## config.mk

```make
export PLATFORM = sky130hd
export DESIGN_NAME = goertzel_tone_gen
export DESIGN_NICKNAME = d
export VERILOG_FILES = /design/src/rtl/goertzel_tone_gen.sv
export SDC_FILE = /design/constraint.sdc
export NUM_CORES = 1
export LEC_CHECK = 0
export ABC_AREA = 1
export ABC_CLOCK_PERIOD_IN_PS = 6600
export BUFFER_PORTS_ARGS = -buffer_cell sky130_fd_sc_hd__buf_2
export CAP_MARGIN = 10
export CORE_UTILIZATION = 58
export CTS_CLUSTER_DIAMETER = 150
export CTS_CLUSTER_SIZE = 30
export DETAILED_ROUTE_END_ITERATION = 12
export GPL_TIMING_DRIVEN = 0
export HOLD_SLACK_MARGIN = 0.08
export PLACE_DENSITY = 0.87
export SLEW_MARGIN = 20
export SYNTH_ARGS = -nofsm -noshare
export SYNTH_HDL_FRONTEND = slang
export SYNTH_SLANG_ARGS = --single-unit
```

## constraint.sdc

```tcl
create_clock -name clk -period 6.6 [get_ports clk]
set_input_delay 0.66 -clock clk [delete_from_list [all_inputs] [get_ports clk]]
set_output_delay 0.66 -clock clk [all_outputs]
set_load 0.03 [all_outputs]
```

## src/rtl/goertzel_tone_gen.sv

```systemverilog
// Block tone generator: 2**SIZE_POW2 samples of a bin-snapped sinusoid from a Goertzel resonator.
// Optional macro TONE_GEN_SAT_EN: saturate the output sample instead of two's-complement wrap.
module goertzel_tone_gen #(
    parameter real FREQ       = 457000.0,
    parameter real SAMP_RATE  = 2000000.0,
    parameter int  SIZE_POW2  = 10,
    parameter int  DW         = 16,
    parameter int  AMP        = 2**(DW-2),
    parameter int  COEFF_BITS = 24
) (
    input  logic                 clk,
    input  logic                 rst_n,
    input  logic                 start_i,
    input  logic                 ready_i,
    output logic signed [DW-1:0] data_o,
    output logic                 valid_o,
    output logic                 busy_o,
    output logic                 done_o
);
    localparam int  SW   = DW + 2;
    localparam int  PW   = SW + COEFF_BITS;
    localparam int  FRAC = COEFF_BITS - 3;
    localparam int  N    = 2**SIZE_POW2;
    localparam real PI   = 3.14159265358979323846;

    function automatic real sin_f(input real x);
        real term;
        real sum;
        term = x;
        sum  = x;
        for (int i = 1; i <= 20; i++) begin
            term = -term * x * x / (real'(2*i) * real'(2*i + 1));
            sum  = sum + term;
        end
        return sum;
    endfunction

    function automatic real cos_f(input real x);
        real term;
        real sum;
        term = 1.0;
        sum  = 1.0;
        for (int i = 1; i <= 20; i++) begin
            term = -term * x * x / (real'(2*i - 1) * real'(2*i));
            sum  = sum + term;
        end
        return sum;
    endfunction

    // Tiny guard keeps exact lattice values (e.g. sin(pi/2)) from truncating one LSB low.
    function automatic int rtoi_g(input real x);
        return (x >= 0.0) ? $rtoi(x + 1.0e-9) : $rtoi(x - 1.0e-9);
    endfunction

    localparam int  K       = $rtoi(0.5 + real'(N) * FREQ / SAMP_RATE);
    localparam real W       = 2.0 * PI * real'(K) / real'(N);
    localparam real WR      = (W > PI) ? (W - 2.0 * PI) : W;
    localparam int  COEFF_I = rtoi_g(2.0 * cos_f(WR) * real'(2**FRAC));
    localparam int  SEED_I  = rtoi_g(real'(AMP) * sin_f(WR));

    localparam logic signed [PW-1:0] COEFF_X = PW'(COEFF_I);
    localparam logic signed [SW-1:0] SEED_X  = SW'(SEED_I);

    typedef enum logic [1:0] {IDLE, RUN, DONE} state_t;

    state_t                 state_reg, state_next;
    logic signed [SW-1:0]   cur_reg, cur_next;
    logic signed [SW-1:0]   prev_reg, prev_next;
    logic [SIZE_POW2-1:0]   cnt_reg, cnt_next;

    logic signed [PW-1:0]   cur_ext;
    logic signed [PW-1:0]   prod;
    logic signed [SW-1:0]   step;
    logic signed [DW-1:0]   sample;
    logic                   unused_bits;

    assign cur_ext     = PW'(cur_reg);
    assign prod        = COEFF_X * cur_ext;
    assign step        = $signed(prod[SW+FRAC-1:FRAC]) - prev_reg;
    assign unused_bits = ^{prod[PW-1:SW+FRAC], prod[FRAC-1:0]};

`ifdef TONE_GEN_SAT_EN
    localparam logic signed [SW-1:0] MAXV = SW'(2**(DW-1) - 1);
    localparam logic signed [SW-1:0] MINV = SW'(-(2**(DW-1)));

    always_comb begin
        sample = cur_reg[DW-1:0];
        if (cur_reg > MAXV)
            sample = MAXV[DW-1:0];
        else if (cur_reg < MINV)
            sample = MINV[DW-1:0];
    end
`else
    always_comb begin
        sample = cur_reg[DW-1:0];
    end
`endif

    always_ff @(posedge clk or negedge rst_n) begin
        if (!rst_n) begin
            state_reg <= IDLE;
            cur_reg   <= '0;
            prev_reg  <= '0;
            cnt_reg   <= '0;
        end else begin
            state_reg <= state_next;
            cur_reg   <= cur_next;
            prev_reg  <= prev_next;
            cnt_reg   <= cnt_next;
        end
    end

    always_comb begin
        state_next = state_reg;
        cur_next   = cur_reg;
        prev_next  = prev_reg;
        cnt_next   = cnt_reg;
        valid_o    = 1'b0;
        done_o     = 1'b0;
        busy_o     = (state_reg != IDLE);
        data_o     = '0;
        case (state_reg)
            IDLE: begin
                if (start_i) begin
                    cur_next   = '0;
                    prev_next  = -SEED_X;
                    cnt_next   = '0;
                    state_next = RUN;
                end
            end
            RUN: begin
                valid_o = 1'b1;
                data_o  = sample;
                if (ready_i) begin
                    cur_next  = step;
                    prev_next = cur_reg;
                    cnt_next  = cnt_reg + SIZE_POW2'(1);
                    if (cnt_reg == SIZE_POW2'(N - 1))
                        state_next = DONE;
                end
            end
            DONE: begin
                done_o     = 1'b1;
                state_next = IDLE;
            end
            default: state_next = IDLE;
        endcase
    end
endmodule

```

==> run metrics <==
Yosys warnings=0; antenna-violating nets left=0; Die W=126 µm; number of flops mapped to enable cells by yosys=0; most used cell, CP=inv_1; Iter 0 DRT Violations=1,201; routability cong.=0.956; HP Class=input port to async pin; Startpoint Class=register; largest net degree at the start of global routing=49; register bit count reported by yosys=48; initial antenna violation count=0; Fmax=141 MHz; crit-path max cell delay=0.57 ns; TritonCTS Buffers=5; Area growth syn-to-layout=18.6%; Setup crit end kind=register; Remaining DRCs=0; H-Tree Depth=2; grt total ovfl=0; final hold vios=0; status=finished, violations left; post-synthesis sequential area ratio=0.136; Synth Cell Area=8860 µm²; main flop type after synthesis=dfrtp_1; CTS Root Cell=clkbuf_16; gr usage total=0.314; final instance area=10,500 µm²; GRT busiest layer=met2; met1 usage=0.403; share of cells above drive strength 1=0.207; Post-Place Setup Slack=-0.541 ns; post-route setup slack=-0.510 ns; Fillers=924; post-layout net count=1,452; setup violators final=12; core area=14,700 µm²; Starting Density=0.603; DPL Wire Length=18,600 µm; CTS clk-pin slew, worst paths=0.08 ns; Max Transition Viols Final=0; DR WL/cell=21.6 µm; clk_lat worst skew=0.31 ns; Final Skew=0.00909 ns; Via Count=8,528; M3 GR Usage=0.0539; Detailed Routing Iterations Pass 1=7; port bufs=22; CP max FO=5; vias per cell=6.28; Slew HR=0.554; # rows=44; CP max stage cell=fa_1; kind of critical path=register to register; I/O Pins=23; clk buf depth=2; Final Util=0.715; # diodes=0; Syn Inst Count=1,097; failing checks=negative setup slack; arrival time of the worst setup path=7.26 ns; final wirelength=29,400 µm; worst-margin pin slew=0.669 ns; first-pass GRT wire length=38,500 µm; Syn Nets=1,375; vias in the first global route=7,848; clock sink total=48; Mean Syn Cell Area=8.08 µm²; Placed Instance Area=9200 µm²; met2 Use GR=0.505; Hold-fix buffers, CTS=0; minimum clock period=7.11 ns; Die ar.=15,800 µm²; TritonCTS clock tree=done; FFs w/ async S/R, synth=1.00; post-synthesis cell type count=42; max_cap viols=0; Required @ worst endpoint=6.75 ns; Final period util=1.08; Die Height=126 µm
## critical path, delay by kind of cell, from the launching register on
kind                     cells  cell delay, ns
AO/OA/AOI/OAI                5            1.34
XOR/XNOR                     1            0.16
adder cells (fa/ha/maj)      8            3.37
buffers and inverters        9            0.98
flip-flops                   1            0.46
AND/OR/NAND/NOR              5            0.61
## kinds of logic after synthesis
family / count (synthesis) / share of synthesized area
xor gates and xnor gates: 16 / 0.0158
buffers and inverters: 277 / 0.122
DFF: 48 / 0.136
adders and majority gates: 274 / 0.467
AOI/OAI and AO/OA: 164 / 0.105
and+or+nand+nor: 318 / 0.154
## synth_stat cells, types with 2 or more instances
library cell | n | area share
inv_1 | 257 | 0.11
ha_1 | 180 | 0.25
nand2_1 | 168 | 0.071
fa_1 | 94 | 0.21
nor2_1 | 79 | 0.033
a21oi_1 | 67 | 0.038
dfrtp_1 | 48 | 0.14
o21ai_0 | 48 | 0.027
nand3_1 | 36 | 0.020
o22ai_1 | 12 | 0.0085
buf_4 | 10 | 0.0085
nand4_1 | 9 | 0.0064
xnor2_1 | 8 | 0.0079
xor2_1 | 8 | 0.0079
a22oi_1 | 7 | 0.0059
nor3_1 | 7 | 0.0040
a21o_1 | 6 | 0.0051
buf_2 | 6 | 0.0034
o21bai_1 | 6 | 0.0051
o211ai_1 | 4 | 0.0034
or2_2 | 4 | 0.0028
a21boi_0 | 3 | 0.0025
a31oi_1 | 3 | 0.0021
nand3b_1 | 3 | 0.0025
nor4_1 | 3 | 0.0021
buf_1 | 2 | 0.00085
inv_2 | 2 | 0.00085
nand2_4 | 2 | 0.0025
o21a_1 | 2 | 0.0017
## area by class of cell
| type | count | area, µm² | share of cell area |
|---|---|---|---|
| Inverter | 259 | 987 | 0.0939 |
| Sequential cell | 48 | 1220 | 0.116 |
| Clock buffer | 5 | 125 | 0.0119 |
| Tap cell | 184 | 230 | 0.0219 |
| Timing Repair Buffer | 70 | 473 | 0.0450 |
| Buffer | 18 | 113 | 0.0107 |
| Multi-Input combinational cell | 772 | 7340 | 0.698 |
| Clock inverter | 3 | 23.8 | 0.00226 |
## routing by layer
metal | part of all wire | wire length, µm
met2 | 0.46 | 13400
met1 | 0.35 | 10100
met5 | 0 | 0
met3 | 0.11 | 3150
met4 | 0.091 | 2670
## metrics by stage
stage,instances,setup TNS [ns],hold WS [ns]
finish,1359,-1.85,0.373
global route,1359,-3.16,0.425
CTS,1324,-0.0269,0.533
detailed placement,1303,-5.35,0.508
global placement,1303,-4.20,0.470
floorplan,1097,0,0.364
## placed cells by master (no fill, tap or decap), types with 5 or more instances in the layout
master	n
nor3_1	5
nand3_2	5
clkbuf_16	5
buf_4	59
nor2_2	10
nand2_2	13
a21oi_2	17
o21ai_0	32
fa_2	7
nand2_1	152
o22ai_1	12
nor2_1	65
a21oi_4	6
inv_1	253
a21oi_1	44
nor2_4	5
clkinvlp_4	6
nand4_1	9
a21o_1	6
o21ai_1	12
nand3_1	30
dfrtp_1	30
a22oi_1	7
ha_4	22
buf_2	27
fa_1	87
dfrtp_2	18
nand2_4	5
ha_1	157
## path summary, 6_finish.rpt
path / endpoint / slack [ns] / cells after the start / startpoint
setup / recovery: cur_reg[6] / -0.51 / 28 / cur_reg[7]
hold / removal: cnt_reg[0] / 0.37 / 1 / rst_n
setup reg to reg: cur_reg[6] / -0.51 / 28 / cur_reg[7]
hold reg to reg: prev_reg[0] / 0.56 / 2 / prev_reg[0]
max in group asynchronous: cur_reg[13] / 5.72 / 1 / rst_n
min in group clk: prev_reg[0] / 0.56 / 2 / prev_reg[0]
## timing repair
item,in CTS,in global routing
resized for setup,51,130
endpoints found under the setup margin,13,13
pin swaps,16,51
setup buffers,13,35
Power is left out: the tool's default activity adds up to more than one toggle a clock period on the data nets, which glitch-free logic cannot reach.
